File: src/rtl/step_ctrl.sv
// step_ctrl: single-step / free-run clock-enable controller for a CPU core.
// Debounces a pushbutton and gates the core's clock enable through a small FSM.
//
// Ports:
//   clk        - single clock, rising edge
//   reset      - asynchronous, active-high reset
//   key_n      - raw pushbutton, active-low, asynchronous, bouncy
//   run_mode   - 1 = free-run, 0 = single-step (quasi-static switch)
//   halt       - breakpoint/stop request from the core (synchronous)
//   cpu_en     - registered clock enable to the core
//   state      - FSM state for LEDs: IDLE=00 RUN=01 STEP=10 HALTED=11
//   key_db     - debounced key level, 1 = pressed
//   step_count - number of cycles with cpu_en=1 since reset (wraps)
module step_ctrl #(
    parameter int DEBOUNCE_CYCLES = 1000000
) (
    input  logic        clk,
    input  logic        reset,
    input  logic        key_n,
    input  logic        run_mode,
    input  logic        halt,
    output logic        cpu_en,
    output logic [1:0]  state,
    output logic        key_db,
    output logic [31:0] step_count
);

    localparam int CW = $clog2(DEBOUNCE_CYCLES);
    localparam logic [CW-1:0] CNT_MAX = CW'(DEBOUNCE_CYCLES - 1);

    typedef enum logic [1:0] {
        S_IDLE = 2'b00,
        S_RUN  = 2'b01,
        S_STEP = 2'b10,
        S_HALT = 2'b11
    } state_t;

    logic          r_sync1;
    logic          r_sync2;
    logic          r_stable;
    logic [CW-1:0] r_cnt;
    logic          r_press;
    logic          r_key_db;
    state_t        r_state;
    logic          r_cpu_en;
    logic [31:0]   r_step_count;

    // Synchronizer flops idle high so reset looks like a released key.
    always_ff @(posedge clk or posedge reset) begin
        if (reset) begin
            r_sync1 <= 1'b1;
            r_sync2 <= 1'b1;
        end else begin
            r_sync1 <= key_n;
            r_sync2 <= r_sync1;
        end
    end

    // Stable level changes only after DEBOUNCE_CYCLES consecutive
    // samples that differ from it; any agreeing sample restarts the count.
    // The press pulse is set on the same edge the stable level falls, so
    // it is high during the cycle after the level change.
    always_ff @(posedge clk or posedge reset) begin
        if (reset) begin
            r_stable <= 1'b1;
            r_cnt    <= '0;
            r_press  <= 1'b0;
            r_key_db <= 1'b0;
        end else begin
            r_press  <= 1'b0;
            r_key_db <= ~r_stable;
            if (r_sync2 == r_stable) begin
                r_cnt <= '0;
            end else if (r_cnt == CNT_MAX) begin
                r_stable <= r_sync2;
                r_cnt    <= '0;
                r_press  <= ~r_sync2;
            end else begin
                r_cnt <= r_cnt + 1'b1;
            end
        end
    end

    // Moore FSM; cpu_en is registered from the next state so it matches
    // RUN/STEP exactly with no input-to-output path.
    always_ff @(posedge clk or posedge reset) begin
        if (reset) begin
            r_state  <= S_IDLE;
            r_cpu_en <= 1'b0;
        end else begin
            r_cpu_en <= 1'b0;
            unique case (r_state)
                S_IDLE: begin
                    if (run_mode && !halt) begin
                        r_state  <= S_RUN;
                        r_cpu_en <= 1'b1;
                    end else if (run_mode && halt) begin
                        r_state <= S_HALT;
                    end else if (!run_mode && r_press) begin
                        r_state  <= S_STEP;
                        r_cpu_en <= 1'b1;
                    end
                end
                S_STEP: begin
                    r_state <= S_IDLE;
                end
                S_RUN: begin
                    if (halt) begin
                        r_state <= S_HALT;
                    end else if (!run_mode) begin
                        r_state <= S_IDLE;
                    end else begin
                        r_cpu_en <= 1'b1;
                    end
                end
                S_HALT: begin
                    if (r_press) begin
                        r_state  <= S_STEP;
                        r_cpu_en <= 1'b1;
                    end else if (!run_mode && !halt) begin
                        r_state <= S_IDLE;
                    end
                end
                default: begin
                    r_state <= S_IDLE;
                end
            endcase
        end
    end

    always_ff @(posedge clk or posedge reset) begin
        if (reset) begin
            r_step_count <= '0;
        end else if (r_cpu_en) begin
            r_step_count <= r_step_count + 32'd1;
        end
    end

    assign cpu_en     = r_cpu_en;
    assign state      = r_state;
    assign key_db     = r_key_db;
    assign step_count = r_step_count;

endmodule

File: config.mk
export PLATFORM = sky130hd
export DESIGN_NAME = step_ctrl
export DESIGN_NICKNAME = d
export VERILOG_FILES = /design/src/rtl/step_ctrl.sv
export SDC_FILE = /design/constraint.sdc
export NUM_CORES = 1
export LEC_CHECK = 0
export CELL_PAD_IN_SITES_DETAIL_PLACEMENT = 2
export CELL_PAD_IN_SITES_GLOBAL_PLACEMENT = 2
export CORE_MARGIN = 2
export CORE_UTILIZATION = 37
export DETAILED_ROUTE_END_ITERATION = 12
export GPL_ROUTABILITY_DRIVEN = 0
export PLACE_DENSITY_LB_ADDON = 0.08
export SYNTH_ARGS = -nofsm -noshare
export SYNTH_HDL_FRONTEND = slang
export SYNTH_SLANG_ARGS = --single-unit
File: constraint.sdc
create_clock -name clk -period 5.8 [get_ports clk]
set_input_delay 1.16 -clock clk [delete_from_list [all_inputs] [get_ports clk]]
set_output_delay 1.16 -clock clk [all_outputs]
set_load 0.02 [all_outputs]
==> results of run 1 <==
## registers in the layout, indices dropped and copies added, names as in the netlist
register,count
r_press,1
r_sync1,1
state,2
r_sync2,1
r_cnt,20
step_count,32
r_stable,1
cpu_en,1
key_db,1
## metal layers
metal  GRT usage (%)  wire [um]
met1            23.2       3060
met5               0          0
met4            6.15         91
met3            3.76        179
met2            33.0       3680
## final timing paths
kind	from	endpoint	slack, ns
worst max-delay path	step_count[4]$_DFFE_PP0P_	step_count[4]	3.17
worst max register to register	step_count[0]$_DFFE_PP0P_	step_count[18]$_DFFE_PP0P_	3.52
worst min-delay path	r_sync1$_DFF_PP1_	r_sync2$_DFF_PP1_	0.36
max in group asynchronous	reset	r_cnt[5]$_DFF_PP0_	3.93
worst min register to register	r_sync1$_DFF_PP1_	r_sync2$_DFF_PP1_	0.36
min in group asynchronous	reset	step_count[25]$_DFFE_PP0P_	1.37
## metrics by stage
stage / setup WS [ns] / utilization (%)
floorplan: 3.16 / -
global placement: 3.51 / 45.4
detailed placement: 3.51 / 45.4
CTS: 3.15 / 48.5
global route: 3.10 / 48.5
finish: 3.17 / 48.5
## power groups by stage
stage          combinational [W]  sequential, W  clock, W
2_1_floorplan          0.0000488       0.000511         0
3_3_place_gp            0.000138       0.000488         0
3_5_place_dp            0.000145       0.000492         0
4_1_cts                 0.000146       0.000485  0.000444
5_1_grt                 0.000155       0.000489  0.000464
6_report                0.000142       0.000484  0.000435
## cells by family (layout without fill, tap and decap cells)
family	Yosys count	after routing
flops	60	60
xor+xnor	46	46
simple gates	119	119
mux	2	2
compound gates	15	15
buf+inv	15	67
fa+ha+maj	2	2
## layout by cell type, fill, tap and decap left out, drive strengths merged, types with 3 or more instances in the layout
| master | instances |
|---|---|
| dfrtp | 57 |
| clkdlybuf4s50 | 40 |
| nor2 | 25 |
| xnor2 | 24 |
| xor2 | 22 |
| nand3 | 18 |
| nand2 | 18 |
| nor4 | 16 |
| nand4 | 13 |
| clkbuf | 13 |
| inv | 9 |
| a21oi | 8 |
| and3 | 7 |
| and4 | 6 |
| nor3 | 5 |
| nor4b | 3 |
| or3 | 3 |
| dfstp | 3 |
| o21ai | 3 |
## final cells by class
| type | count | area [um^2] |
|---|---|---|
| multi-input cells | 184 | 1190 |
| clock buffers | 13 | 159 |
| flip-flops and latches | 60 | 1510 |
| inverters | 9 | 33.8 |
| repair buffers | 42 | 415 |
| well taps | 99 | 124 |
| clock inverters | 3 | 68.8 |
| fillers | 759 | 3710 |
==> flow_metrics.tcl, run 1 <==
set metrics [dict create \
    cts_resized 0 \
    cp_data_arrival_time_ns 1.47 \
    synth_warnings 0 \
    die_y_um 90.3 \
    synthXorXnorAreaFrac_pct 14.6 \
    grt_pass1_vias 2363 \
    vias_per_cell 5.21 \
    vias 2136 \
    synth-edff-count 0 \
    power.share.sequential_pct 45.6 \
    slew_viol_final 0 \
    irDropWorstVdd_uv 135 \
    finalWirelength_um 7010 \
    drive_gt1_share_pct 8.36 \
    place_area_mm2 0.00327 \
    worst_slew_margin_rel_pct 33.2 \
    final_cells 410 \
    overflow 0 \
    wl_per_cell_um 17.1 \
    clock-sinks 60 \
    io_pins 41 \
    finalPower_w 0.00106 \
    yosysTopAreaCell "dfrtp_1" \
    synth_compound_area_share_pct 3.13 \
    syn2layout_area_growth_pct 27.0 \
    die_area_mm2 0.00816 \
    clockPowerShare_pct 41.0 \
    fin_setup_tns_ns 0 \
    synth.area.top_cells "dfrtp_1 (52%), xnor2_1 (7.6%), xor2_1 (7.0%), nor4_1 (3.6%), nor2_1 (3.4%)" \
    p_int_w 0.000779 \
    first_iter_violations 60 \
    cts-buffers-inserted 9 \
    rsz0062_at_grt "no" \
    fp-row-count 31 \
    yosys.area.top_type_share_pct 51.7 \
    root_buffer "clkbuf_8" \
    ant_nets 0 \
    p_sw_share_pct 26.6 \
    synthTopCellsByCount "dfrtp_1 (57), nor2_1 (25), xnor2_1 (24)" \
    grt_util_all_layers_pct 18.8 \
    worst_skew_pair.late_latency_ns 0.34 \
    start_kind "register" \
    p_switching_w 0.000282 \
    cp.depth 1 \
    cp_slowest_cell "clkdlybuf4s50_1" \
    synth_adder_area_share_pct 0.908 \
    drc_errors 0 \
    synthCells 259 \
    io_buffers 40 \
    initial_core_util_pct 38.2 \
    yosysUniqueCellTypes 31 \
    cts_tree "built" \
    dp.cells 394 \
    muxShareOfSynthArea_pct 0.817 \
    postLayoutCellArea_mm2 0.00350 \
    synth_seq_area_share_pct 54.6 \
    period_share_pct 45.3 \
    hold_buffers 0 \
    synth_top_family_by_area "simple AND/OR/NAND/NOR gates" \
    critPathMaxStageDelay_ns 0.66 \
    period_minus_slack_ns 2.63 \
    synth_seq_cells 60 \
    die_w_um 90.3 \
    final_nets 313 \
    endpoint_kind "output pin" \
    crit_type "reg2out" \
    cts_htree_levels 3 \
    fin_worst_skew_ns 0.0103 \
    crit_chain "clkdlybuf4s50_1" \
    clkTransAtPathRegs_ns 0.07 \
    cp.buffers_inverters 1 \
    hold_violations 0 \
    power.leakage_nw 1.49 \
    dp_hpwl_um 4930 \
    max-cap-violations 0 \
    coreArea_mm2 0.00721 \
    antenna_cells 0 \
    antenna_found_initial 0 \
    whs_ns 0.364 \
    post-synth-top-count-cell "dfrtp_1" \
    mappedNetlistArea_mm2 0.00276 \
    crit_family "buffers and inverters" \
    grt_first_pass_wirelength_um 12200 \
    whs_path_depth 0 \
    setup_violations 0 \
    cp.required_ns 4.64 \
    ys.flop_type "dfrtp_1" \
    timing.fmax_mhz 381 \
    async_flop_share_pct 100 \
    rr_worst_depth 5 \
    postSynthAreaPerCell_um2 10.6 \
    status "finished, final reports clean" \
    grt_max_degree 61 \
    worstMarginPinSlew_ns 0.989 \
    post_cts_buffers 0 \
    p_per_area_mw_per_mm2 303 \
    worstPathMaxFanout 6 \
    combPwrFrac_pct 13.4 \
    hold_path.class "reg2reg" \
    cts_max_path_buffers 2 \
    synth_nets 266 \
    yosys.area_share.simple_pct 23.8 \
    first_pass_iters 3 \
]
No activity file was read; power rests on OpenSTA's default activity.
==> run 2: changes to the inputs <==
--- a/config.mk
+++ b/config.mk
@@ -8,7 +8,7 @@
 export CELL_PAD_IN_SITES_DETAIL_PLACEMENT = 2
 export CELL_PAD_IN_SITES_GLOBAL_PLACEMENT = 2
 export CORE_MARGIN = 2
-export CORE_UTILIZATION = 37
+export CORE_UTILIZATION = 31
 export DETAILED_ROUTE_END_ITERATION = 12
 export GPL_ROUTABILITY_DRIVEN = 0
 export PLACE_DENSITY_LB_ADDON = 0.08
==> constraint.sdc (replaced) <==
create_clock -name clk -period 2.2 [get_ports clk]
set_input_delay 0.44 -clock clk [delete_from_list [all_inputs] [get_ports clk]]
set_output_delay 0.44 -clock clk [all_outputs]
set_load 0.02 [all_outputs]
==> run 2 against run 1 <==
- clock skew increased by 0.0056 ns
- largest power group unchanged
- highest routed layer unchanged
- sequential cell count unchanged
- critical path type unchanged
- via count is 0.19% lower
- routed wire length down 3.3%
- sequential share of layout area decreased by 0.70 points
==> flow_metrics.tcl, run 2 (same netlist as run 1, synthesis figures left out) <==
set metrics [dict create \
    fin_worst_skew_ns 0.0159 \
    antenna_cells 0 \
    final_cells 423 \
    clkTransAtPathRegs_ns 0.07 \
    cts_tree "built" \
    endpoint_kind "output pin" \
    worst_slew_margin_rel_pct 61.9 \
    grt_pass1_vias 2408 \
    period_minus_slack_ns 1.90 \
    wl_per_cell_um 16.0 \
    power.leakage_nw 1.52 \
    grt_first_pass_wirelength_um 12000 \
    initial_core_util_pct 31.8 \
    hold_buffers 0 \
    crit_chain "clkdlybuf4s50_1" \
    final_nets 317 \
    period_share_pct 86.4 \
    io_buffers 40 \
    dp.cells 407 \
    cp.required_ns 1.76 \
    critPathMaxStageDelay_ns 0.65 \
    start_kind "register" \
    die_w_um 98.3 \
    worstMarginPinSlew_ns 0.566 \
    cp_data_arrival_time_ns 1.46 \
    cp_slowest_cell "clkdlybuf4s50_1" \
    post_cts_buffers 0 \
    grt_util_all_layers_pct 15.6 \
    whs_path_depth 0 \
    rsz0062_at_grt "no" \
    cts_htree_levels 3 \
    setup_violations 0 \
    fin_util_pct 41.0 \
    grt_max_degree 61 \
    hold_violations 0 \
    drive_gt1_share_pct 9.52 \
    overflow 0 \
    first_iter_violations 61 \
    root_buffer "clkbuf_8" \
    worst_skew_pair.late_latency_ns 0.34 \
    first_pass_iters 3 \
    dp_hpwl_um 4750 \
    timing.fmax_mhz 526 \
    max-cap-violations 0 \
    cp.depth 1 \
    crit_family "buffers and inverters" \
    fp-row-count 34 \
    most-common-layout-cells "dfrtp_1 (57), clkdlybuf4s50_1 (40), nor2_1 (25)" \
    fin_setup_tns_ns 0 \
    cts_max_path_buffers 2 \
    coreArea_mm2 0.00868 \
    cp.buffers_inverters 1 \
    ant_nets 0 \
    crit_type "reg2out" \
    drc_errors 0 \
    fill_cells 939 \
    slew_viol_final 0 \
    cts-buffers-inserted 9 \
    worstPathMaxFanout 7 \
    antenna_found_initial 0 \
    rr_worst_depth 4 \
    vias 2132 \
    finalWirelength_um 6780 \
    vias_per_cell 5.04 \
    largest_reg_flops 32 \
    hold_path.class "reg2reg" \
    die_y_um 98.3 \
    cts_resized 0 \
    clock-sinks 60 \
    die_area_mm2 0.00966 \
    io_pins 41 \
    layout_commonest_cell "dfrtp_1" \
    irDropWorstVdd_uv 335 \
    syn2layout_area_growth_pct 29.1 \
    status "finished, final reports clean" \
    p_per_area_mw_per_mm2 798 \
]
run 2: path summary, 6_finish.rpt:
check | startpoint | to | slack, ns
min in group asynchronous | reset | step_count[5]$_DFFE_PP0P_ | 0.49
setup / recovery | step_count[3]$_DFFE_PP0P_ | step_count[3] | 0.30
setup reg to reg | step_count[11]$_DFFE_PP0P_ | step_count[26]$_DFFE_PP0P_ | 0.34
hold reg to reg | r_sync1$_DFF_PP1_ | r_sync2$_DFF_PP1_ | 0.36
max in group asynchronous | reset | r_sync1$_DFF_PP1_ | 1.41
hold / removal | r_sync1$_DFF_PP1_ | r_sync2$_DFF_PP1_ | 0.36
run 2: final cells by class:
type                    instances  area [um^2]  share of cell area, %
clock buffers                  11          131                   3.69
clock inverters                 5          100                   2.81
inverters                       9         33.8                  0.950
multi-input cells             184         1190                   33.6
flip-flops and latches         60         1510                   42.3
well taps                     108          135                   3.80
repair buffers                 46          458                   12.9
run 2: routing by layer:
layer	wire [um]	share of wire (%)	global-route usage (%)
met5	0	0	0
met3	171	2.5	2.65
met4	115	1.7	6.95
met2	3430	51	26.1
met1	3060	45	19.7
run 2: stage by stage:
step	power (W)	hold WS [ns]	setup WS (ns)	instance area (um^2)
floorplan	0.00148	0.345	0.280	2760
global placement	0.00166	0.347	0.348	3330
detailed placement	0.00168	0.348	0.309	3330
CTS	0.00289	0.358	0.272	3560
global route	0.00299	0.367	0.134	3560
finish	0.00284	0.357	0.300	3560
run 2: where the power goes:
| group | leakage (nW) | total [W] | internal, W | switching (W) |
|---|---|---|---|---|
| Combinational | 0.595 | 0.000372 | 0.000181 | 0.000191 |
| Sequential | 0.804 | 0.00127 | 0.00117 | 0.0000976 |
| Clock | 0.117 | 0.00120 | 0.000750 | 0.000447 |
